File: config.mk
export PLATFORM = sky130hd
export DESIGN_NAME = ew_fifo_reader
export DESIGN_NICKNAME = d
export VERILOG_FILES = /design/src/rtl/ew_fifo_reader_pkg.sv /design/src/rtl/ew_desc_fifo.sv /design/src/rtl/ew_fifo_reader.sv
export SDC_FILE = /design/constraint.sdc
export NUM_CORES = 1
export LEC_CHECK = 0
export ABC_AREA = 0
export BUFFER_PORTS_ARGS = -buffer_cell sky130_fd_sc_hd__buf_2
export CORE_MARGIN = 3
export CORE_UTILIZATION = 35
export DETAILED_ROUTE_END_ITERATION = 16
export PLACE_DENSITY = 0.51
export SETUP_SLACK_MARGIN = 0.05
export SYNTH_ARGS = -nofsm -noshare
export SYNTH_HDL_FRONTEND = slang
export SYNTH_SLANG_ARGS = --single-unit
File: constraint.sdc
create_clock -name serdesclk -period 4.4 [get_ports serdesclk]
set_clock_uncertainty 0.1 [all_clocks]
set_input_delay 0.44 -clock serdesclk [delete_from_list [all_inputs] [get_ports serdesclk]]
set_output_delay 0.44 -clock serdesclk [all_outputs]
set_load 0.05 [all_outputs]
File: src/rtl/ew_fifo_reader_pkg.sv
// Shared tracker parameters, descriptor layout and reader FSM states for the
// event-window FIFO reader.
package ew_fifo_reader_pkg;

    localparam int DIGI_BITS       = 16;
    localparam int EVENT_SIZE_BITS = 8;
    localparam int SPILL_TAG_BITS  = 6;

    // Field order places the tag in the LSBs so a zero-extended descriptor is the header beat.
    typedef struct packed {
        logic                       ovfl;
        logic [EVENT_SIZE_BITS-1:0] size;
        logic [SPILL_TAG_BITS-1:0]  tag;
    } ew_desc_t;

    localparam int DESC_BITS = $bits(ew_desc_t);

    typedef enum logic [1:0] {
        ST_IDLE,
        ST_HDR,
        ST_DATA
    } rd_state_e;

    function automatic logic [DIGI_BITS-1:0] make_header(input ew_desc_t d);
        return DIGI_BITS'(d);
    endfunction

endpackage

File: src/rtl/ew_desc_fifo.sv
// First-word-fall-through queue of event descriptors; a push into a full
// queue is still taken when a pop happens in the same cycle.
module ew_desc_fifo
    import ew_fifo_reader_pkg::*;
#(
    parameter int DESC_DEPTH = 4
) (
    input  logic     clk_i,
    input  logic     rst_i,
    input  logic     push_i,
    input  ew_desc_t wdata_i,
    input  logic     pop_i,
    output ew_desc_t rdata_o,
    output logic     empty_o,
    output logic     full_o
);

    localparam int AW = $clog2(DESC_DEPTH);

    ew_desc_t        mem_q [DESC_DEPTH];
    logic [AW-1:0]   wptr_q;
    logic [AW-1:0]   rptr_q;
    logic [AW:0]     cnt_q;
    logic            do_push;
    logic            do_pop;

    assign empty_o = (cnt_q == '0);
    assign full_o  = (cnt_q == (AW+1)'(DESC_DEPTH));
    assign do_pop  = pop_i && !empty_o;
    assign do_push = push_i && (!full_o || do_pop);
    assign rdata_o = mem_q[rptr_q];

    always_ff @(posedge clk_i) begin
        if (do_push) begin
            mem_q[wptr_q] <= wdata_i;
        end
    end

    always_ff @(posedge clk_i) begin
        if (rst_i) begin
            wptr_q <= '0;
            rptr_q <= '0;
            cnt_q  <= '0;
        end else begin
            if (do_push) begin
                wptr_q <= wptr_q + 1'b1;
            end
            if (do_pop) begin
                rptr_q <= rptr_q + 1'b1;
            end
            case ({do_push, do_pop})
                2'b10:   cnt_q <= cnt_q + 1'b1;
                2'b01:   cnt_q <= cnt_q - 1'b1;
                default: cnt_q <= cnt_q;
            endcase
        end
    end

endmodule

File: src/rtl/ew_fifo_reader.sv
// Drains the event-window data FIFO as header-plus-payload events, one per
// queued descriptor, with a 2-entry skid so the ready/valid output never loses beats.
module ew_fifo_reader
    import ew_fifo_reader_pkg::*;
#(
    parameter int DESC_DEPTH = 4
) (
    input  logic                       serdesclk,
    input  logic                       serdes_reset,
    input  logic                       ew_done,
    input  logic                       ew_ovfl,
    input  logic [EVENT_SIZE_BITS-1:0] ew_size,
    input  logic [SPILL_TAG_BITS-1:0]  ew_tag,
    input  logic                       fifo_empty,
    input  logic [DIGI_BITS-1:0]       fifo_rdata,
    output logic                       fifo_re,
    output logic                       evt_valid,
    input  logic                       evt_ready,
    output logic [DIGI_BITS-1:0]       evt_data,
    output logic                       evt_first,
    output logic                       evt_last,
    output logic                       desc_drop,
    output logic [15:0]                evt_count
);

    rd_state_e                  state_q, state_d;
    ew_desc_t                   cur_q, cur_d;
    ew_desc_t                   desc_wdata, desc_rdata;
    logic                       desc_empty, desc_full, desc_pop;
    logic [EVENT_SIZE_BITS-1:0] req_q, req_d;
    logic [EVENT_SIZE_BITS-1:0] left_q, left_d;
    logic [DIGI_BITS-1:0]       skid0_q, skid1_q;
    logic [1:0]                 skid_cnt_q;
    logic                       inflight_q;
    logic                       drop_q;
    logic [15:0]                count_q;
    logic                       beat_pop;
    logic                       evt_end;
    logic [1:0]                 held;

    assign desc_wdata = '{ovfl: ew_ovfl, size: ew_size, tag: ew_tag};
    assign desc_drop  = drop_q;
    assign evt_count  = count_q;

    ew_desc_fifo #(
        .DESC_DEPTH(DESC_DEPTH)
    ) u_desc_fifo (
        .clk_i   (serdesclk),
        .rst_i   (serdes_reset),
        .push_i  (ew_done),
        .wdata_i (desc_wdata),
        .pop_i   (desc_pop),
        .rdata_o (desc_rdata),
        .empty_o (desc_empty),
        .full_o  (desc_full)
    );

    always_comb begin
        state_d   = state_q;
        cur_d     = cur_q;
        req_d     = req_q;
        left_d    = left_q;
        desc_pop  = 1'b0;
        evt_valid = 1'b0;
        evt_data  = '0;
        evt_first = 1'b0;
        evt_last  = 1'b0;
        evt_end   = 1'b0;
        beat_pop  = 1'b0;

        case (state_q)
            ST_IDLE: begin
            end
            ST_HDR: begin
                evt_valid = 1'b1;
                evt_data  = make_header(cur_q);
                evt_first = 1'b1;
                evt_last  = (cur_q.size == '0);
                if (evt_ready) begin
                    if (cur_q.size == '0) begin
                        evt_end = 1'b1;
                    end else begin
                        state_d = ST_DATA;
                    end
                end
            end
            ST_DATA: begin
                // With the skid empty, a beat arriving from the FIFO is forwarded directly.
                evt_valid = (skid_cnt_q != 2'd0) || inflight_q;
                evt_data  = (skid_cnt_q != 2'd0) ? skid0_q : fifo_rdata;
                evt_last  = (left_q == EVENT_SIZE_BITS'(1));
                if (evt_valid && evt_ready) begin
                    beat_pop = 1'b1;
                    left_d   = left_q - 1'b1;
                    evt_end  = evt_last;
                end
            end
            default: state_d = ST_IDLE;
        endcase

        // Held counts only beats that remain in the skid after this cycle's pop.
        held    = skid_cnt_q - {1'b0, beat_pop && (skid_cnt_q != 2'd0)};
        fifo_re = (state_q != ST_IDLE) && !fifo_empty && (req_q != '0) &&
                  ((held + {1'b0, inflight_q}) < 2'd2);
        if (fifo_re) begin
            req_d = req_q - 1'b1;
        end

        if ((state_q == ST_IDLE) || evt_end) begin
            if (!desc_empty) begin
                desc_pop = 1'b1;
                cur_d    = desc_rdata;
                req_d    = desc_rdata.size;
                left_d   = desc_rdata.size;
                state_d  = ST_HDR;
            end else begin
                state_d  = ST_IDLE;
            end
        end
    end

    always_ff @(posedge serdesclk) begin
        if (serdes_reset) begin
            state_q    <= ST_IDLE;
            cur_q      <= '0;
            req_q      <= '0;
            left_q     <= '0;
            inflight_q <= 1'b0;
            drop_q     <= 1'b0;
            count_q    <= '0;
        end else begin
            state_q    <= state_d;
            cur_q      <= cur_d;
            req_q      <= req_d;
            left_q     <= left_d;
            inflight_q <= fifo_re;
            if (ew_done && desc_full && !desc_pop) begin
                drop_q <= 1'b1;
            end
            if (evt_valid && evt_ready && evt_last) begin
                count_q <= count_q + 16'd1;
            end
        end
    end

    always_ff @(posedge serdesclk) begin
        if (serdes_reset) begin
            skid_cnt_q <= 2'd0;
            skid0_q    <= '0;
            skid1_q    <= '0;
        end else begin
            case ({inflight_q, beat_pop})
                2'b10: begin
                    if (skid_cnt_q == 2'd0) begin
                        skid0_q <= fifo_rdata;
                    end else begin
                        skid1_q <= fifo_rdata;
                    end
                    skid_cnt_q <= skid_cnt_q + 2'd1;
                end
                2'b01: begin
                    skid0_q    <= skid1_q;
                    skid_cnt_q <= skid_cnt_q - 2'd1;
                end
                2'b11: begin
                    if (skid_cnt_q == 2'd1) begin
                        skid0_q <= fifo_rdata;
                    end else if (skid_cnt_q == 2'd2) begin
                        skid0_q <= skid1_q;
                        skid1_q <= fifo_rdata;
                    end
                end
                default: begin
                end
            endcase
        end
    end

endmodule

# Yosys cells after proc, flatten, opt, wreduce, memory -nomap -nowiden
# Memory sizes are Yosys's and may differ from the RTL's. A register that Yosys moved wholly into a read port is not among the register bits.
# Cells that the tools add are included.
# word_totals
register_bits	92
mem_bits_rw	60
wordCells	121
mem_count	1
# op_classes
add_sub_neg	11
n_lt_le_gt_ge	1
eq_ne	19
mux	39
n_bitwise	1
reduce_logical	34
# mem_list
memory	words	word_bits	rd	rd_ports_with_merged_regs	wr	line	text
u_desc_fifo.mem_q	4	15	1	1	1	ew_desc_fifo.sv:20	ew_desc_t mem_q [DESC_DEPTH];
# op_table
op	count
$mux W16	7
$pmux W16 S2	2
$mux W8	7
$pmux W16 S3	1
$add A16 B1 Y16 const B	1
$sub A8 B1 Y8 const B	2
$logic_and A1 B1 Y1	11
$mux W1	11
$eq A2 B2 Y1 const B	5
$mux W2	5
$reduce_bool A2 Y1	5
$ne A3 B3 Y1 const B	3
$eq A2 B1 Y1 const B	4
$eq A8 B1 Y1 const B	1
$logic_not A8 Y1	1
$ne A2 B2 Y1 const B	4
$pmux W2 S2	2
$reduce_bool A8 Y1	1
$add A2 B1 Y2 const B	3
$pmux W1 S2	3
$pmux W3 S2	1
$reduce_and A3 Y1	2
$logic_not A1 Y1	4
$logic_not A2 Y1	2
other kinds (15)	17

# Logic depth before layout (Yosys ltp)
# Gate-level depths: netlist of run 1.
# depth
word_depth	13
mapped_depth	14

# Cells and area by module
# Synthesis of run 1 repeated with hierarchy kept, for this count alone.
# unflattened
cells_unflattened	655
area_unflattened_um2	7116.8
# modules_own_cells
mod	instances	cells_per_inst	area_per_inst_um2	seq_area_each_um2
ew_fifo_reader	1	518	4419.2	1701.6
ew_desc_fifo	1	137	2697.6	1981.9

# Least setup slack after synthesis of run 1
# OpenSTA, ideal clock, no wires.
# synth_path
path_kind	register to register
from	register state_q[1]
to	register u_desc_fifo.cnt_q[2]
t_arrival_ps	2970
required_time_ps	4230
path_slack_ps	1260
path_stages_with_launch	14
path_buffers	3
path_cell_list	dfxtp_1 inv_1 ha_1 buf_2 nor2b_1 nand4_1 o211a_2 buf_2 clkbuf_1 nor2_1 fa_1 or3_1 a21o_1 a21oi_1
# synth_via
elab_chain_cells	9
word_cells_on_any_way	13
# synth_rtl
item	line	text
start, declared	ew_fifo_reader.sv:26	rd_state_e state_q, state_d;
start signal, assigned	ew_fifo_reader.sv:132	state_q <= state_d;
$eq A2 B2 Y1 or $eq A2 B1 Y1 (tied branches)	ew_fifo_reader.sv:71	case (state_q)
$pmux W1 S2	ew_fifo_reader.sv:71	
$logic_or A1 B1 Y1 *	ew_fifo_reader.sv:109	if ((state_q == ST_IDLE) || evt_end) begin
$mux W1 *	ew_fifo_reader.sv:109	
$logic_and A1 B1 Y1 *	ew_desc_fifo.sv:29	assign do_pop = pop_i && !empty_o;
$logic_or A1 B1 Y1	ew_desc_fifo.sv:30	assign do_push = push_i && (!full_o || do_pop);
$logic_and A1 B1 Y1	ew_desc_fifo.sv:30	
$eq A2 B1 Y1 or $eq A2 B2 Y1 (tied branches)	ew_desc_fifo.sv:51	case ({do_push, do_pop})
$pmux W3 S2 or $reduce_bool A2 Y1 (tied branches)	--	
end signal, assigned	ew_desc_fifo.sv:52	2'b10: cnt_q <= cnt_q + 1'b1;
end signal, assigned	ew_desc_fifo.sv:53	2'b01: cnt_q <= cnt_q - 1'b1;
end signal, assigned	ew_desc_fifo.sv:54	default: cnt_q <= cnt_q;
end, declared	ew_desc_fifo.sv:23	logic [AW:0] cnt_q;
# Mark *: on every way between the ends. The rest lies on a longest branch, timed or not.
# A chain may end at the register's enable or synchronous reset.

# Final worst setup path of run 1
# layout_path
from	register state_q[0]
to	output port fifo_re
# layout_via
elab_chain_cells	7
word_cells_on_any_way	10
# layout_rtl
item	line	text
$eq A2 B2 Y1	ew_fifo_reader.sv:71	
$mux W1	ew_fifo_reader.sv:71	
$logic_and A1 B1 Y1	ew_fifo_reader.sv:102	held = skid_cnt_q - {1'b0, beat_pop && (skid_cnt_q != 2'd0)};
$sub A2 B1 Y2	ew_fifo_reader.sv:102	
$add A2 B1 Y2	ew_fifo_reader.sv:104	((held + {1'b0, inflight_q}) < 2'd2);
$lt A2 B2 Y1	ew_fifo_reader.sv:104	
$logic_and A1 B1 Y1 *	ew_fifo_reader.sv:103	fifo_re = (state_q != ST_IDLE) && !fifo_empty && (req_q != '0) &&
end, declared	ew_fifo_reader.sv:16	output logic fifo_re,
# Marked as above.

==> results of run 1 <==
-- per-layer routing --
| layer | share of wire (%) | GRT usage, % | up-vias | routed length, um |
|---|---|---|---|---|
| li1 | - | - | 2351 | - |
| met1 | 49 | 20.4 | 2314 | 7710 |
| met2 | 46 | 22.8 | 87 | 7200 |
| met3 | 3.9 | 3.64 | 10 | 605 |
| met4 | 1.1 | 4.38 | 0 | 168 |
| met5 | 0 | 0 | - | 0 |
-- final timing paths --
kind / end / slack (ns) / from
worst min register to register: state_q[0] / 0.39 / state_q[0]
worst max register to register: u_desc_fifo.mem_q[0][2] / 0.89 / state_q[1]
worst min-delay path: u_desc_fifo.mem_q[1][2] / 0.14 / ew_tag[2]
worst max-delay path: fifo_re / 0.67 / state_q[0]
-- cell type report --
| type | count | area [um2] | area share [%] |
|---|---|---|---|
| Tap cell | 260 | 325 | 3.99 |
| Clock inverter | 13 | 140 | 1.72 |
| Inverter | 20 | 75.1 | 0.922 |
| Clock buffer | 19 | 433 | 5.31 |
| Sequential cell | 154 | 3680 | 45.2 |
| Timing Repair Buffer | 79 | 413 | 5.07 |
| Multi-Input combinational cell | 405 | 3080 | 37.8 |
-- synth_stat cells, drive strengths merged, types with 2 or more instances --
master    n  area share [%]
nor2     98             5.3
dfxtp    94              27
edfxtp   60              26
mux2i    32             4.6
a22oi    31             3.3
clkbuf   28             1.5
a21oi    25             1.8
nand2    24             1.3
xnor2    24             3.0
ha       20             3.6
inv      20             1.1
a211oi   19             2.0
mux2     18             2.9
mux4     15             4.9
nor4     11             1.7
nand3     9            0.72
o21bai    8            0.86
xor2      8             1.0
buf       7            0.49
nor3      6            0.57
and3      5            0.45
nand2b    5            0.45
nand4     5            0.45
nor2b     5            0.45
or3       5            0.45
and2      4            0.36
o21ai     4            0.29
a2111oi   2            0.52
a21o      2            0.22
-- logic make-up after synthesis --
| kind of cell | Yosys count | synth area share [%] |
|---|---|---|
| and+or+nand+nor | 184 | 13.1 |
| muxes | 65 | 12.4 |
| DFF | 154 | 52.9 |
| adders and majority gates | 21 | 3.88 |
| AOI/OAI and AO/OA | 103 | 10.7 |
| buffers and inverters | 55 | 3.07 |
| xor gates and xnor gates | 32 | 4.02 |
-- through the flow --
step	cells	power, uW	utilization [%]	hold slack (ns)
final	950	4730	42.6	0.136
after global routing	950	5020	42.6	0.116
after CTS	950	4790	42.6	0.112
after detailed placement	918	3340	39.6	0.386
after global placement	918	3310	39.6	0.374
after floorplan	614	3000	-	0.350
-- flip-flops by register name (all words and copies together) (netlist names), named ones only --
signal              count
inflight_q              1
req_q                   8
u_desc_fifo.wptr_q      2
evt_count              16
skid1_q                16
u_desc_fifo.rptr_q      2
state_q                 2
cur_q                  15
u_desc_fifo.cnt_q       3
desc_drop               1
skid0_q                16
u_desc_fifo.mem_q      60
skid_cnt_q              2
left_q                  8
-- power by group through the flow --
stage | combinational, uW | clock, uW | sequential (uW)
2_1_floorplan | 1110 | 0 | 1890
3_3_place_gp | 1330 | 0 | 1980
3_5_place_dp | 1340 | 0 | 2000
4_1_cts | 1350 | 1470 | 1970
5_1_grt | 1490 | 1530 | 2000
6_report | 1340 | 1430 | 1960
-- critical path, stage by stage (launching register included) --
cell and delay, ns:
dfxtp_1 0.32, inv_1 0.09, ha_1 0.59, and3_1 0.43, inv_2 0.11, nor2_1 0.11
ha_1 0.23, nor2b_1 0.13, xnor2_1 0.14, nand2_1 0.24, inv_2 0.12, buf_2 0.26
-- cell usage in the layout (no fill, tap or decap), drive strengths merged, types with 19 or more instances in the layout --
cell type,count
a21oi,25
xnor2,24
clkbuf,19
a22oi,31
mux2i,32
nand2,24
nor2,98
edfxtp,60
dfxtp,94
ha,20
a211oi,19
inv,25
buf,79
==> flow_summary.rst, run 1 <==
.. list-table::
   :header-rows: 1

   * - Metric
     - Value
   * - Status
     - finished, final reports clean
   * - Pwr Density
     - 581 mW/mm2
   * - Reg2reg path depth
     - 7
   * - Fraction of the cycle the final worst path needs
     - a little over four fifths
   * - Distinct cell type count after synthesis
     - 58
   * - Int Power
     - 3130 uW
   * - Fraction of power consumed by combinational cells
     - between 20% and 30%
   * - Filler Cells Inserted
     - approximately 1900
   * - Minimum clock period after layout
     - between 3 and 4 ns
   * - Power share of the sequential group
     - 41.4%
   * - Worst Path Max Fanout
     - 21
   * - Min-delay worst type
     - in -> reg
   * - Core footprint
     - roughly 0.019 mm2
   * - Total setup violations reported at the end of the flow
     - 0
   * - Critical path data arrival time
     - 3.19 ns
   * - Insertion delay to the later sink of the worst-skew pair
     - 0.42 ns
   * - Proportion of power drawn by the clock network
     - 30.2%
   * - Data required time of the worst path
     - approximately 3.9 ns
   * - Gr usage total
     - roughly 15%
   * - Length of the first detailed-routing pass in iterations
     - 4
   * - Syn avg cell area
     - about 11 um2
   * - WL/cell
     - between 15 and 20 um
   * - Via density
     - between 5 and 6
   * - Wirelength, routed
     - about 16000 um
   * - Final nets
     - around 730
   * - Final Slew Violations
     - 0
   * - Clk root buf
     - clkbuf_16
   * - Total overflow reported by the global router
     - 0
   * - Drt drc
     - 0
   * - Placed instance area
     - approximately 0.0076 mm2
   * - Height of the die
     - approximately 150 um
   * - Post-CTS Repair Setup Buffers
     - 0
   * - Setup Slack @ Placement
     - 0.880 ns
   * - Share of synthesized area occupied by flip-flops and latches
     - a little over half
   * - Estimated wirelength of the detail-placed design
     - about 11000 um
   * - Antenna viol nets, final
     - 0
   * - Hold buffer count at cts
     - 0
   * - Switching share of power
     - between 30 and 40%
   * - Die width
     - approximately 150 um
   * - Max IR drop VDD
     - roughly 420 uV
   * - Growth of design area from synthesis to finish
     - 17.0%
   * - Die Footprint
     - between 0.02 and 0.025 mm2
   * - Net count of the mapped netlist
     - ~670
   * - Post-layout worst setup margin
     - around 0.67 ns
   * - Number of DRC violations after detailed-routing iteration 0
     - between 200 and 300
   * - Cells after Synth
     - between 600 and 700
   * - Number of warnings reported in the yosys synthesis log
     - 0
   * - Critical Path Sink Type
     - primary output
   * - Switching component of the power
     - 1600 uW
   * - # Max-Cap Violations
     - 0
   * - Largest net degree at the start of global routing
     - 40
   * - Standby leakage power
     - 0.00301 uW
   * - Number of antenna repair diodes
     - 0
   * - Wire length of the first global-routing pass
     - around 25000 um
   * - Post-synth EDFFs
     - 60
   * - Type of origin of the critical path
     - flip-flop
   * - # resized after CTS
     - 0
   * - Worst Tran Pin Value
     - about 1.0 ns
   * - Io pins
     - 73
   * - Post-synth design cell area
     - around 0.007 mm2
   * - Max Clock Freq
     - 268 MHz
   * - Number of vias in the routed layout
     - approximately 4800
   * - Initial standard-cell utilization of the core
     - between 30 and 40%
   * - Number of cell rows
     - 50
   * - Type of the worst setup path
     - reg -> out
   * - Main flop type after synthesis
     - dfxtp_1
   * - Unrepaired setup endpoints after global routing
     - no
   * - Endpoints failing hold
     - 0
   * - TNS Setup
     - 0 ns
   * - Clock buffer count from CTS
     - 17
   * - Share of async-settable or async-resettable flops after synthesis
     - 0%
   * - Clock Sinks
     - around 150
   * - Clock H-tree levels
     - 4
   * - Antenna violations before repair
     - 0
   * - TritonCTS clock tree
     - yes
   * - Relative slew slack
     - a little under a third
   * - IO Port Bufs
     - 72
   * - Proportion of layout cells with a drive suffix above 1
     - slightly above 20%
   * - Design area
     - between 0.008 and 0.009 mm2
   * - Final weighted congestion of routability-driven global placement
     - roughly 0.77
   * - Cell depth of the worst hold path
     - 1
   * - CTS Buffer Depth
     - 2
   * - Vias in the first global route
     - approximately 4600
   * - Flops & latches, synth
     - around 150
   * - Clock-pin slew reported for the worst setup and hold paths after clock tree synthesis
     - around 0.06 ns
No activity file was read; power rests on OpenSTA's default activity.
==> run 2, diff against run 1 <==
--- a/config.mk
+++ b/config.mk
@@ -10,7 +10,7 @@
 export CORE_MARGIN = 3
 export CORE_UTILIZATION = 35
 export DETAILED_ROUTE_END_ITERATION = 16
-export PLACE_DENSITY = 0.51
+export PLACE_DENSITY = 0.53
 export SETUP_SLACK_MARGIN = 0.05
 export SYNTH_ARGS = -nofsm -noshare
 export SYNTH_HDL_FRONTEND = slang
==> constraint.sdc (replaced) <==
create_clock -name serdesclk -period 3.4 [get_ports serdesclk]
set_clock_uncertainty 0.1 [all_clocks]
set_input_delay 0.34 -clock serdesclk [delete_from_list [all_inputs] [get_ports serdesclk]]
set_output_delay 0.34 -clock serdesclk [all_outputs]
set_load 0.05 [all_outputs]
==> flow_summary.rst, run 2 (synthesized netlist as in run 1, its figures left out) <==
.. list-table::
   :header-rows: 1

   * - Metric
     - Value
   * - Final nets
     - 746 (+1.6%)
   * - Vias in the first global route
     - 4905 (+5.6%)
   * - Io pins
     - 73 (unchanged)
   * - Standby leakage power
     - 0.00307 uW (+1.9%)
   * - Number of vias in the routed layout
     - 4871 (+2.3%)
   * - Fraction of the cycle the final worst path needs
     - 90.7%
   * - Die Footprint
     - 0.0216 mm2 (unchanged)
   * - Hold buffer count at cts
     - 0 (unchanged)
   * - Clock buffer count from CTS
     - 17 (unchanged)
   * - Share of the core filled with cells
     - 43.0% (+0.43 points)
   * - Final weighted congestion of routability-driven global placement
     - 0.800 (+4.2%)
   * - TritonCTS clock tree
     - yes
   * - Insertion delay to the later sink of the worst-skew pair
     - 0.42 ns (about the same)
   * - Worst hold slack
     - 0.0331 ns (-0.103 ns)
   * - Setup Slack @ Placement
     - 0.403 ns (-0.477 ns)
   * - Hold EP
     - u_desc_fifo.mem_q[0][10]
   * - Most common cell after layout, fill and taps aside
     - nor2_1
   * - IO Port Bufs
     - 72 (unchanged)
   * - Clock H-tree levels
     - 4 (unchanged)
   * - Reg2reg path depth
     - 14 (+7)
   * - Max IR drop VDD
     - 479 uV (+13%)
   * - Filler Cells Inserted
     - 1847 (-1.3%)
   * - Estimated wirelength of the detail-placed design
     - 10700 um (-3.6%)
   * - Post-layout worst setup margin
     - 0.318 ns (-0.348 ns)
   * - Leading cell types in the layout, fill and taps excluded
     - nor2_1 (98), dfxtp_1 (94), buf_2 (71)
   * - Largest net degree at the start of global routing
     - 51 (+28%)
   * - Critical path data arrival time
     - 2.64 ns (-0.55 ns)
   * - Core footprint
     - 0.0191 mm2 (unchanged)
   * - Gr usage total
     - 14.6% (-0.041 points)
   * - Pwr Total
     - 6110 uW (+29%)
   * - Proportion of layout cells with a drive suffix above 1
     - 22.4% (+1.8 points)
   * - Clk root buf
     - clkbuf_16
   * - Antenna violations before repair
     - 0 (unchanged)
   * - Height of the die
     - 147 um (unchanged)
   * - # Max-Cap Violations
     - 0 (unchanged)
   * - Critical Path Sink Type
     - primary output
   * - Antenna viol nets, final
     - 0 (unchanged)
   * - Min-Delay Startpoint
     - ew_size[4]
   * - Clock Sinks
     - 154 (unchanged)
   * - Growth of design area from synthesis to finish
     - 18.2%
   * - Number of DRC violations after detailed-routing iteration 0
     - 241 (-4.0%)
   * - CTS Buffer Depth
     - 2 (unchanged)
   * - Number of antenna repair diodes
     - 0 (unchanged)
   * - Initial standard-cell utilization of the core
     - 36.4% (unchanged)
   * - Max Clock Freq
     - approximately 320 MHz
   * - Min-delay worst type
     - in -> reg
   * - Data required time of the worst path
     - 2.96 ns (-0.90 ns)
   * - Drt drc
     - 0 (unchanged)
   * - Reg-to-reg critical path endpoint
     - req_q[7]
   * - Worst Tran Pin Value
     - 0.834 ns (-0.206 ns)
   * - Die width
     - 147 um (unchanged)
   * - Minimum clock period after layout
     - slightly above 3 ns
   * - Endpoints failing hold
     - 0 (unchanged)
   * - Number of flip-flops under the largest register name
     - 60 (unchanged)
   * - Register bank with the most flops
     - u_desc_fifo.mem_q
   * - Pwr Density
     - 742 mW/mm2 (+28%)
   * - TNS Setup
     - 0 ns (unchanged)
   * - Final Slew Violations
     - 0 (unchanged)
   * - Status
     - finished, final reports clean
   * - Worst Path Max Fanout
     - 6 (-71%)
   * - Relative slew slack
     - 44.4% (+14 points)
   * - Length of the first detailed-routing pass in iterations
     - 4 (unchanged)
   * - Type of the worst setup path
     - reg -> out
   * - Setup slack, reg-to-reg
     - 0.53 ns (-0.36 ns)
   * - Total overflow reported by the global router
     - 0 (unchanged)
   * - Type of origin of the critical path
     - flip-flop
   * - Total setup violations reported at the end of the flow
     - 0 (unchanged)
   * - Start of the worst register-to-register path
     - skid_cnt_q[0]
   * - Via density
     - 5.06 (+1.0%)
   * - Clock-pin slew reported for the worst setup and hold paths after clock tree synthesis
     - 0.06 ns (about the same)
   * - Unrepaired setup endpoints after global routing
     - no
   * - Cell depth of the worst hold path
     - 1 (unchanged)
   * - Wirelength, routed
     - 15600 um (-0.80%)
   * - Number of cell rows
     - 50 (unchanged)
   * - WL/cell
     - 16.2 um (-2.0%)
   * - Wire length of the first global-routing pass
     - 25300 um (+0.72%)
run 2: report_power, final:
group | switching, uW | total (uW) | internal [uW]
Clock | 760 | 1760 | 1010
Sequential | 311 | 2540 | 2230
Combinational | 1020 | 1800 | 773
Total | 2090 | 6110 | 4010
run 2: worst max-delay path: stages, from the launching register on:
cell and delay, ns:
dfxtp_1 0.38, inv_1 0.09, ha_1 0.22, nand2b_1 0.15, and3_4 0.25, inv_2 0.06, nor2_1 0.09, ha_1 0.23
nor2b_1 0.14, xnor2_1 0.17, nand2_2 0.13, inv_2 0.08, clkbuf_4 0.22
run 2: what timing repair did:
action	CTS	global route
hold endpoints to repair	0	0
endpoints found under the setup margin	1	1
setup buffers	0	3
resized for setup	2	2
run 2: area by class of cell:
class / count / area (um2) / area share, %
Inverter: 20 / 75.1 / 0.912
Multi-Input combinational cell: 405 / 3080 / 37.5
Clock inverter: 11 / 83.8 / 1.02
Sequential cell: 154 / 3680 / 44.8
Timing Repair Buffer: 91 / 505 / 6.14
Tap cell: 260 / 325 / 3.95
Clock buffer: 21 / 472 / 5.73
run 2: how the worst max path moves through the flow:
stage	startpoint	endpoint	slack (ns)	cells after the start
floorplan	state_q[1]	u_desc_fifo.cnt_q[2]	0.26	13
global placement	skid_cnt_q[0]	fifo_re	0.50	12
detailed placement	skid_cnt_q[0]	req_q[7]	0.40	13
CTS	skid_cnt_q[0]	fifo_re	0.11	12
global route	skid_cnt_q[0]	fifo_re	0.06	12
finish	skid_cnt_q[0]	fifo_re	0.32	12
run 2: routing by layer:
| layer | wire length, um | vias to the layer above | global-route usage (%) | part of all wire, % |
|---|---|---|---|---|
| met4 | 255 | 0 | 5.36 | 1.6 |
| met2 | 7340 | 101 | 23.6 | 47 |
| met5 | 0 | - | 0 | 0 |
| met1 | 7220 | 2373 | 19.3 | 46 |
| li1 | - | 2375 | - | - |
| met3 | 750 | 22 | 3.49 | 4.8 |
run 2: through the flow:
step                      cells  area [um2]
final                       962        8230
after CTS                   959        8200
after global routing        962        8230
after detailed placement    927        7640
after global placement      927        7640
after floorplan             614        6960
